--- src/rtl/snn_rate_encoder_pkg.sv ---
// Shared encodings for the rate encoder: FSM states, encode modes and the
// 16-bit Galois LFSR used by the Bernoulli mode.
package snn_rate_encoder_pkg;

    typedef enum logic [1:0] {
        ST_IDLE = 2'd0,
        ST_RUN  = 2'd1,
        ST_REST = 2'd2
    } state_t;

    localparam int MODE_PHASE = 0;
    localparam int MODE_LFSR  = 1;

    localparam int          LFSR_W    = 16;
    localparam logic [15:0] LFSR_TAPS = 16'hB400;  // x^16+x^14+x^13+x^11, right-shifting

    function automatic logic [LFSR_W-1:0] lfsr_next(input logic [LFSR_W-1:0] s);
        return s[0] ? ((s >> 1) ^ LFSR_TAPS) : (s >> 1);
    endfunction

    // An all-zero Galois LFSR locks up, so a zero seed is replaced by 1.
    function automatic logic [LFSR_W-1:0] lfsr_seed(input logic [LFSR_W-1:0] base, input int idx);
        logic [LFSR_W-1:0] s;
        s = base ^ LFSR_W'(idx + 1);
        return (s == '0) ? LFSR_W'(1) : s;
    endfunction

endpackage

--- src/rtl/snn_rate_encoder_if.sv ---
// Sample-in / spike-out bundle of the rate encoder; master is the stimulus side.
interface snn_rate_encoder_if #(
    parameter int NUM_CHANNELS    = 1,
    parameter int INTENSITY_WIDTH = 8
);
    logic                                      in_valid;
    logic                                      in_ready;
    logic [NUM_CHANNELS*INTENSITY_WIDTH-1:0]   in_intensity;
    logic [NUM_CHANNELS-1:0]                   spike_out;
    logic                                      busy;
    logic                                      window_done;

    modport master (
        output in_valid, in_intensity,
        input  in_ready, spike_out, busy, window_done
    );

    modport slave (
        input  in_valid, in_intensity,
        output in_ready, spike_out, busy, window_done
    );
endinterface

--- src/rtl/snn_rate_encoder_spike_gen_channel.sv ---
// One encoder channel: latches its intensity on load and produces one
// registered spike decision per step, by phase accumulation or LFSR compare.
module snn_spike_gen_channel
    import snn_rate_encoder_pkg::*;
#(
    parameter int                W    = 8,
    parameter int                MODE = MODE_PHASE,
    parameter logic [LFSR_W-1:0] SEED = 16'hACE1
) (
    input  logic         clk,
    input  logic         rst,
    input  logic         i_load,
    input  logic         i_step,
    input  logic [W-1:0] i_intensity,
    output logic         o_spike
);
    logic [W-1:0] r_int;
    logic         r_spike;
    logic         w_hit;

    always_ff @(posedge clk) begin
        if (rst) begin
            r_int   <= '0;
            r_spike <= 1'b0;
        end else begin
            if (i_load) r_int <= i_intensity;
            r_spike <= i_step & w_hit;
        end
    end

    generate
        if (MODE == MODE_LFSR) begin : g_lfsr
            logic [LFSR_W-1:0] r_lfsr;

            // The sequence free-runs across windows; only reset reloads the seed.
            always_ff @(posedge clk) begin
                if (rst)         r_lfsr <= SEED;
                else if (i_step) r_lfsr <= lfsr_next(r_lfsr);
            end

            assign w_hit = (W'(r_lfsr) < r_int);
        end else begin : g_phase
            logic [W-1:0] r_acc;
            logic [W:0]   w_sum;

            assign w_sum = {1'b0, r_acc} + {1'b0, r_int};
            assign w_hit = w_sum[W];

            always_ff @(posedge clk) begin
                if (rst || i_load) r_acc <= '0;
                else if (i_step)   r_acc <= w_sum[W-1:0];
            end
        end
    endgenerate

    assign o_spike = r_spike;

endmodule

--- src/rtl/snn_rate_encoder.sv ---
// Rate encoder top: accepts an intensity vector, runs a WINDOW_CYCLES spike
// window on every channel, then an optional silent rest before the next sample.
module snn_rate_encoder
    import snn_rate_encoder_pkg::*;
#(
    parameter int          NUM_CHANNELS    = 1,
    parameter int          INTENSITY_WIDTH = 8,
    parameter int          WINDOW_CYCLES   = 16,
    parameter int          REST_CYCLES     = 0,
    parameter int          ENCODE_MODE     = MODE_PHASE,
    parameter logic [15:0] LFSR_SEED       = 16'hACE1
) (
    input logic               clk,
    input logic               rst,
    snn_rate_encoder_if.slave bus
);
    localparam int W       = INTENSITY_WIDTH;
    localparam int CNT_MAX = (WINDOW_CYCLES > REST_CYCLES) ? WINDOW_CYCLES : REST_CYCLES;
    localparam int CNT_W   = $clog2(CNT_MAX + 1);

    localparam logic [CNT_W-1:0] LAST_SLOT = CNT_W'(WINDOW_CYCLES - 1);
    localparam logic [CNT_W-1:0] LAST_REST = CNT_W'((REST_CYCLES > 0) ? REST_CYCLES - 1 : 0);

    state_t             r_state;
    logic [CNT_W-1:0]   r_cnt;
    logic               r_window_done;
    logic               w_accept;
    logic               w_step;
    logic [NUM_CHANNELS-1:0] w_spike;

    assign w_accept = bus.in_valid && (r_state == ST_IDLE);
    assign w_step   = (r_state == ST_RUN);

    always_ff @(posedge clk) begin
        if (rst) begin
            r_state       <= ST_IDLE;
            r_cnt         <= '0;
            r_window_done <= 1'b0;
        end else begin
            r_window_done <= 1'b0;
            case (r_state)
                ST_IDLE: begin
                    if (w_accept) begin
                        r_state <= ST_RUN;
                        r_cnt   <= '0;
                    end
                end
                ST_RUN: begin
                    if (r_cnt == LAST_SLOT) begin
                        r_window_done <= 1'b1;
                        r_cnt         <= '0;
                        if (REST_CYCLES > 0) r_state <= ST_REST;
                        else                 r_state <= ST_IDLE;
                    end else begin
                        r_cnt <= r_cnt + CNT_W'(1);
                    end
                end
                ST_REST: begin
                    if (r_cnt == LAST_REST) begin
                        r_state <= ST_IDLE;
                        r_cnt   <= '0;
                    end else begin
                        r_cnt <= r_cnt + CNT_W'(1);
                    end
                end
                default: begin
                    r_state <= ST_IDLE;
                    r_cnt   <= '0;
                end
            endcase
        end
    end

    genvar gi;
    generate
        for (gi = 0; gi < NUM_CHANNELS; gi++) begin : g_ch
            snn_spike_gen_channel #(
                .W    (W),
                .MODE (ENCODE_MODE),
                .SEED (lfsr_seed(LFSR_SEED, gi))
            ) u_ch (
                .clk         (clk),
                .rst         (rst),
                .i_load      (w_accept),
                .i_step      (w_step),
                .i_intensity (bus.in_intensity[gi*W +: W]),
                .o_spike     (w_spike[gi])
            );
        end
    endgenerate

    assign bus.spike_out   = w_spike;
    assign bus.window_done = r_window_done;
    assign bus.in_ready    = (r_state == ST_IDLE);
    assign bus.busy        = (r_state != ST_IDLE);

endmodule

--- src/flat_wrapper.sv ---
// flat-port wrapper written by rule: the top's interface ports become plain ports
module snn_rate_encoder_flat import snn_rate_encoder_pkg::*;
#(
    parameter int          NUM_CHANNELS    = 1,
    parameter int          INTENSITY_WIDTH = 8,
    parameter int          WINDOW_CYCLES   = 16,
    parameter int          REST_CYCLES     = 0,
    parameter int          ENCODE_MODE     = MODE_PHASE,
    parameter logic [15:0] LFSR_SEED       = 16'hACE1
)
  (clk, rst, bus_in_valid, bus_in_intensity, bus_in_ready, bus_spike_out, bus_busy, bus_window_done);
  snn_rate_encoder_if #(.NUM_CHANNELS(NUM_CHANNELS), .INTENSITY_WIDTH(INTENSITY_WIDTH)) bus_i ();
  input logic clk;
  input logic rst;
  input wire logic [$bits(bus_i.in_valid)-1:0] bus_in_valid;
  input wire logic [$bits(bus_i.in_intensity)-1:0] bus_in_intensity;
  output wire logic [$bits(bus_i.in_ready)-1:0] bus_in_ready;
  output wire logic [$bits(bus_i.spike_out)-1:0] bus_spike_out;
  output wire logic [$bits(bus_i.busy)-1:0] bus_busy;
  output wire logic [$bits(bus_i.window_done)-1:0] bus_window_done;
  assign bus_i.in_valid = bus_in_valid;
  assign bus_i.in_intensity = bus_in_intensity;
  assign bus_in_ready = bus_i.in_ready;
  assign bus_spike_out = bus_i.spike_out;
  assign bus_busy = bus_i.busy;
  assign bus_window_done = bus_i.window_done;
  snn_rate_encoder #(.NUM_CHANNELS(NUM_CHANNELS), .INTENSITY_WIDTH(INTENSITY_WIDTH), .WINDOW_CYCLES(WINDOW_CYCLES), .REST_CYCLES(REST_CYCLES), .ENCODE_MODE(ENCODE_MODE), .LFSR_SEED(LFSR_SEED)) u_core (.clk(clk), .rst(rst), .bus(bus_i));
endmodule
--- config.mk ---
export PLATFORM = sky130hd
export DESIGN_NAME = snn_rate_encoder_flat
export DESIGN_NICKNAME = d
export VERILOG_FILES = /design/src/rtl/snn_rate_encoder_pkg.sv /design/src/rtl/snn_rate_encoder_if.sv /design/src/rtl/snn_rate_encoder_spike_gen_channel.sv /design/src/rtl/snn_rate_encoder.sv /design/src/flat_wrapper.sv
export SDC_FILE = /design/constraint.sdc
export NUM_CORES = 1
export LEC_CHECK = 0
export ABC_AREA = 0
export CAP_MARGIN = 0
export CORE_UTILIZATION = 30
export CTS_BUF_LIST = sky130_fd_sc_hd__clkbuf_8
export DETAILED_ROUTE_END_ITERATION = 16
export GPL_ROUTABILITY_DRIVEN = 0
export PLACE_DENSITY = 0.46
export SLEW_MARGIN = 20
export SYNTH_ARGS = -nofsm -noshare
export SYNTH_HDL_FRONTEND = slang
export SYNTH_HIERARCHICAL = 1
export SYNTH_SLANG_ARGS = --single-unit
--- constraint.sdc ---
create_clock -name clk -period 4.25 [get_ports clk]
set_input_delay 0.85 -clock clk [delete_from_list [all_inputs] [get_ports clk]]
set_output_delay 0.85 -clock clk [all_outputs]
set_load 0.02 [all_outputs]
==> impl_metrics.json, run 1 <==
{
  "yosys.area_share.simple_pct": 23.58,
  "synth.avg_cell_area_um2": 9.365,
  "cts_root_buffer": "sky130_fd_sc_hd__clkbuf_8",
  "grt_start_max_net_pins": 19,
  "layout.cell_area.non_filler_um2": 1460,
  "cts_inserted_buffers": 3,
  "max_clock_freq_mhz": 382.4,
  "crit_path_end_kind": "primary output",
  "post_cts_buffers": 0,
  "layout.filler_cells": 409,
  "ff2ff_path_depth": 5,
  "initial_utilization_pct": 32.54,
  "fp.dieW_um": 66.19,
  "post-dp-hpwl_um": 1836,
  "max_cap_check_violation_count": 0,
  "antenna_found_initial": 0,
  "maxSlewHeadroom_pct": 53.94,
  "vias_in_the_first_global_route": 905,
  "floorplan.die_area_um2": 4381,
  "cts_tree": "done",
  "drc_errors": 0,
  "crit_path_max_fanout": 18,
  "rsz0062_at_grt": "no",
  "critical_path_class": "reg2out",
  "grt_overflow": 0,
  "worstMarginPinSlew_ns": 0.6878,
  "post_cts_hold_buffer_count": 0,
  "holdCritPathClass": "reg2reg",
  "finalHoldViolCount": 0,
  "vdd_ir_drop_max_mv": 0.1965,
  "crit_arrival_ns": 1.76,
  "timing.critical_path.max_delay_family": "flip-flops",
  "groute.layer.met1.usage_pct": 18.39,
  "synthesized_net_count": 153,
  "cp_num_cells": 1,
  "grtUsageTotal_pct": 13.36,
  "delay_of_the_slowest_cell_on_the_worst_path_ns": 0.77,
  "first_pass_iters": 3,
  "routed_via_density": 4.933,
  "xor_xnor_cell_area_share_of_the_yosys_netlist_pct": 1.417,
  "dpl-instance-area_um2": 1405,
  "routed-via-count": 952,
  "top_usage_layer": "met2",
  "final_min_period_over_clock_period_pct": 61.52,
  "timing.critical_path.from_type": "flop",
  "slowest_stage": "sky130_fd_sc_hd__dfxtp_1",
  "ys_ff_latch": 24,
  "run_status": "finished clean",
  "report.final.slew_viol_count": 0,
  "total_leakage_power_nw": 0.6252,
  "path_clk_slew_ns": 0.08,
  "synth.yosys.seq_area_share_pct": 38.87,
  "placement.io_buffers": 14,
  "die_height_um": 66.19,
  "tritoncts_num_sinks": 24,
  "met3_usage_pct": 3.966,
  "synth_top_family_by_area": "simple AND/OR/NAND/NOR gates",
  "ant_nets": 0,
  "drive_gt1_share_pct": 7.586,
  "global_route.usage.met2_pct": 19.52,
  "ports": 15,
  "worstHoldPathCells": 1,
  "synth_compound_area_share_pct": 12.45,
  "setup_viol": 0,
  "netlist_area_um2": 1236,
  "wl_per_cell_um": 12.66,
  "synth-warning-count": 6,
  "area_delta_synth_final_pct": 18.12,
  "rows": 22,
  "buffers_plus_inverters_on_the_worst_setup_path": 1,
  "timing.critical_path.required_ns": 3.40,
  "fin_worst_skew_ns": 0.006386,
  "finish.net_count": 167,
  "muxShareOfSynthArea_pct": 8.907,
  "worstSkewPairLatency_ns": 0.27,
  "global_route_wire_length_before_repair_um": 4367,
  "core_region_area_um2": 3799,
  "syn_inst": 132,
  "post_cts.resized_instances": 0,
  "h_tree_depth_reported_by_cts": 1,
  "netlist-cell-type-count": 40,
  "period_needed_ns": 2.615,
  "synthAdderAreaFrac_pct": 10.73,
  "dr.first_iter.drc_count": 45,
  "power_density_nw_per_um2": 314.6,
  "critical_path.cell_chain": "clkdlybuf4s50_1",
  "detail_route.wirelength_um": 2443,
  "final_total_negative_setup_slack_ns": 0,
  "total_inserted_antenna_cells": 0,
  "cts.path.max_buffers": 2
}
routing by layer:
layer | wire (um) | share of wire [%]
met5 | 0 | 0
met4 | 22 | 0.90
met3 | 92 | 3.8
met2 | 1037 | 42
met1 | 1290 | 53
power breakdown:
part / internal (mW) / switching [mW] / total (mW)
Sequential: 0.233 / 0.0101 / 0.244
Clock: 0.0827 / 0.0739 / 0.157
Combinational: 0.0299 / 0.0294 / 0.0593
Total: 0.346 / 0.113 / 0.459
layout make-up:
class / count / area [um^2] / area share, %
Inverter: 5 / 18.77 / 1.285
Multi-Input combinational cell: 98 / 705.7 / 48.33
Timing Repair Buffer: 14 / 140.1 / 9.597
Tap cell: 48 / 60.06 / 4.113
Clock buffer: 4 / 55.05 / 3.770
Sequential cell: 24 / 480.5 / 32.90
registers in the layout, summed over array words and instances (netlist names):
register,count
u_core/g_ch.u_ch/g_phase.r_acc,8
u_core/g_ch.u_ch/r_int,8
u_core/r_cnt,5
u_core/bus.window_done,1
u_core/g_ch.u_ch/o_spike,1
u_core/r_state,1
placed cells by master (no fill, tap or decap), types with 2 or more instances in the layout:
cell	synthesis	final
sky130_fd_sc_hd__a211oi_1	3	3
sky130_fd_sc_hd__a21oi_1	7	7
sky130_fd_sc_hd__and3_1	2	2
sky130_fd_sc_hd__clkbuf_8	0	4
sky130_fd_sc_hd__clkdlybuf4s50_1	0	14
sky130_fd_sc_hd__dfxtp_1	24	24
sky130_fd_sc_hd__ha_1	9	9
sky130_fd_sc_hd__inv_1	4	4
sky130_fd_sc_hd__mux2i_1	11	11
sky130_fd_sc_hd__nand2_1	7	7
sky130_fd_sc_hd__nand3_1	6	6
sky130_fd_sc_hd__nand4_1	2	2
sky130_fd_sc_hd__nor2_1	22	22
sky130_fd_sc_hd__nor2b_2	2	2
sky130_fd_sc_hd__o21a_1	2	2
sky130_fd_sc_hd__o21ai_0	2	2
sky130_fd_sc_hd__or3_1	2	2
sky130_fd_sc_hd__xor2_1	2	2
Yosys cell counts, drive strengths merged:
cell / number / area (um^2)
a21oi: 7 / 35.03
or2: 1 / 6.260
nor2b: 4 / 37.54
o311ai: 1 / 8.760
nand4: 2 / 12.51
a31o: 1 / 8.760
clkbuf: 2 / 7.510
inv: 4 / 15.01
mux2i: 11 / 110.1
nand2b: 1 / 6.260
nor4bb: 1 / 10.01
nand4b: 1 / 23.77
a2111oi: 1 / 8.760
nand2: 7 / 26.28
o31a: 1 / 8.760
o21a: 2 / 15.01
fa: 1 / 20.02
xor2: 2 / 17.52
a2111o: 1 / 11.26
nand3: 6 / 30.03
o21ai: 3 / 15.01
dfxtp: 24 / 480.5
and3: 2 / 12.51
buf: 3 / 23.77
a41o: 1 / 10.01
clkinv: 1 / 3.750
or3: 2 / 12.51
nor3: 2 / 15.01
nor3b: 1 / 7.510
nor2: 22 / 82.58
and2b: 1 / 8.760
a32o: 1 / 10.01
ha: 9 / 112.6
a211oi: 3 / 22.52
final timing paths:
kind | start | to | slack [ns]
setup / recovery | u_core/r_state[0] | bus_busy | 1.64
hold / removal | u_core/r_cnt[4] | u_core/r_cnt[4] | 0.47
setup reg to reg | u_core/r_state[0] | u_core/g_ch[0].u_ch/g_phase.r_acc[5] | 2.15
hold reg to reg | u_core/r_cnt[4] | u_core/r_cnt[4] | 0.47
metrics by stage:
step	util, %	std cells	setup WS (ns)	power, mW	hold WS, ns
floorplan	-	132	2.168	0.2879	0.4445
global placement	36.99	189	1.483	0.3078	0.4592
detailed placement	36.99	189	1.404	0.3087	0.4590
CTS	38.44	193	1.587	0.4682	0.4711
global route	38.44	193	1.491	0.4872	0.4823
finish	38.44	193	1.635	0.4594	0.4683
logic make-up after synthesis:
logic type | count (synthesis)
AO/OA/AOI/OAI | 22
AND/OR/NAND/NOR | 53
adder cells (fa/ha/maj) | 10
multiplexers | 11
XOR/XNOR | 2
buffers and inverters | 10
flip-flops | 24
No activity file was read; power rests on OpenSTA's default activity.
==> inputs of run 2 (changes only) <==
--- a/config.mk
+++ b/config.mk
@@ -11,7 +11,7 @@
 export CTS_BUF_LIST = sky130_fd_sc_hd__clkbuf_8
 export DETAILED_ROUTE_END_ITERATION = 16
 export GPL_ROUTABILITY_DRIVEN = 0
-export PLACE_DENSITY = 0.46
+export PLACE_DENSITY = 0.48
 export SLEW_MARGIN = 20
 export SYNTH_ARGS = -nofsm -noshare
 export SYNTH_HDL_FRONTEND = slang
==> constraint.sdc (replaced) <==
create_clock -name clk -period 2.35 [get_ports clk]
set_input_delay 0.47 -clock clk [delete_from_list [all_inputs] [get_ports clk]]
set_output_delay 0.47 -clock clk [all_outputs]
set_load 0.02 [all_outputs]
==> run 2 against run 1 <==
Wire length rose by 4.3%. Register-to-register slack got worse by 1.9 ns. Clock skew fell by 0.0056 ns. Combinational power rose by 100%. Design area rose by 3.7%. Setup slack got worse by 1.4 ns. Clock power rose by 130%. Global-route usage fell by 0.094 points. Sequential power rose by 79%. Critical path type is now reg2reg. Critical endpoint is now u_core/g_ch[0].u_ch/o_spike. Largest power group unchanged.
==> impl_metrics.json, run 2 (synthesis results as in run 1) <==
{
  "run_status": "finished clean",
  "rows": 22,
  "final_core_utilization_pct": 39.86,
  "drc_errors": 0,
  "initial_utilization_pct": 32.54,
  "grt_overflow": 0,
  "cts.path.max_buffers": 2,
  "core_region_area_um2": 3799,
  "crit_arrival_ns": 2.26,
  "multiInputGateArea_um2": 705.7,
  "post-dp-hpwl_um": 1929,
  "routed_via_density": 4.955,
  "timing.critical_path.from_type": "flop",
  "path_clk_slew_ns": 0.09,
  "post_cts_hold_buffer_count": 0,
  "power_density_nw_per_um2": 608.5,
  "wl_per_cell_um": 12.87,
  "fin_cells": 198,
  "routed-via-count": 981,
  "ff2ff_path_depth": 8,
  "maxSlewHeadroom_pct": 72.78,
  "cts_inserted_buffers": 3,
  "die_height_um": 66.19,
  "total_inserted_antenna_cells": 0,
  "rsz0062_at_grt": "no",
  "finish.net_count": 172,
  "report.final.slew_viol_count": 0,
  "fp.dieW_um": 66.19,
  "final_total_negative_setup_slack_ns": 0,
  "max_clock_freq_mhz": 470.8,
  "finalHoldViolCount": 0,
  "timing.critical_path.required_ns": 2.48,
  "sequential_cell_area_um2": 480.5,
  "top_regs": "u_core/g_ch.u_ch/g_phase.r_acc: 8 flops, u_core/g_ch.u_ch/r_int: 8 flops, u_core/r_cnt: 5 flops",
  "most_frequent_cells_in_the_layout": "sky130_fd_sc_hd__dfxtp_1, sky130_fd_sc_hd__nor2_1, sky130_fd_sc_hd__clkdlybuf4s50_1, sky130_fd_sc_hd__mux2i_1, sky130_fd_sc_hd__ha_1",
  "ports": 15,
  "holdCritPathClass": "reg2reg",
  "max_cap_check_violation_count": 0,
  "worstMarginPinSlew_ns": 0.3980,
  "dpl-instance-area_um2": 1443,
  "layout.filler_cells": 414,
  "total_leakage_power_nw": 0.6565,
  "floorplan.die_area_um2": 4381,
  "antenna_found_initial": 0,
  "h_tree_depth_reported_by_cts": 1,
  "grtUsageTotal_pct": 13.27,
  "cts_tree": "done",
  "vias_in_the_first_global_route": 968,
  "detail_route.wirelength_um": 2549,
  "dr.first_iter.drc_count": 61,
  "report.power.total_mw": 0.9213,
  "worstHoldPathCells": 1,
  "setup_viol": 0,
  "placement.io_buffers": 14,
  "final_min_period_over_clock_period_pct": 90.38,
  "global_route_wire_length_before_repair_um": 4381,
  "worstSkewPairLatency_ns": 0.26,
  "ant_nets": 0,
  "layout.cell_area.non_filler_um2": 1514,
  "first_pass_iters": 4,
  "fin_worst_skew_ns": 0.0008056,
  "crit_path_max_fanout": 3,
  "area_delta_synth_final_pct": 22.47,
  "cts_root_buffer": "sky130_fd_sc_hd__clkbuf_8",
  "post_cts_buffers": 0,
  "vdd_ir_drop_max_mv": 0.2359,
  "post_cts.resized_instances": 0,
  "grt_start_max_net_pins": 17,
  "drive_gt1_share_pct": 10.67,
  "mostFrequentLayoutCell": "sky130_fd_sc_hd__dfxtp_1",
  "tritoncts_num_sinks": 24,
  "critical_path_class": "reg2reg",
  "dp.cells": 194,
  "period_needed_ns": 2.124,
  "crit_path_end_kind": "flop"
}
-- run 2: changes by cell type in the layout (fill, tap and decap cells not counted) --
cell                        change
sky130_fd_sc_hd__buf_4          +5
sky130_fd_sc_hd__bufinv_16      +1
sky130_fd_sc_hd__clkbuf_8       -1
-- run 2: stage by stage --
step           hold WS [ns]  setup slack, ns
2_1_floorplan        0.4445           0.5091
3_3_place_gp         0.4570           0.3276
3_5_place_dp         0.4761           0.2394
4_1_cts              0.4904           0.2051
5_1_grt              0.5167          0.03758
6_report             0.4853           0.2260
-- run 2: power by group --
part | internal [mW] | total, mW | switching (mW)
Combinational | 0.0612 | 0.121 | 0.0600
Sequential | 0.422 | 0.437 | 0.0144
Clock | 0.228 | 0.363 | 0.136
Total | 0.711 | 0.921 | 0.210
-- run 2: cell type report --
type | instances | area share (%)
Sequential cell | 24 | 31.74
Multi-Input combinational cell | 98 | 46.61
Timing Repair Buffer | 19 | 11.74
Inverter | 5 | 1.240
Clock buffer | 3 | 2.727
Tap cell | 48 | 3.967
Clock inverter | 1 | 1.983
-- run 2: final timing paths --
kind                                                   start                          end  slack (ns)
worst min-delay path                         u_core/r_cnt[4]              u_core/r_cnt[4]        0.49
worst min register to register               u_core/r_cnt[4]              u_core/r_cnt[4]        0.49
worst max-delay path            u_core/g_ch[0].u_ch/r_int[0]  u_core/g_ch[0].u_ch/o_spike        0.23
worst max register to register  u_core/g_ch[0].u_ch/r_int[0]  u_core/g_ch[0].u_ch/o_spike        0.23
-- run 2: per-layer routing --
layer	GRT usage (%)	part of all wire (%)
met4	6.117	1.1
met3	2.069	4.4
met1	16.25	49
met2	22.58	45
met5	0	0
-- run 2: critical path: stages (launching register included) --
cell and delay [ns]:
sky130_fd_sc_hd__dfxtp_1 0.34, sky130_fd_sc_hd__ha_1 0.18, sky130_fd_sc_hd__inv_1 0.06, sky130_fd_sc_hd__fa_1 0.42, sky130_fd_sc_hd__nor2b_4 0.15, sky130_fd_sc_hd__o31a_1 0.17
sky130_fd_sc_hd__o21a_1 0.14, sky130_fd_sc_hd__o21ai_0 0.11, sky130_fd_sc_hd__a2111oi_0 0.42
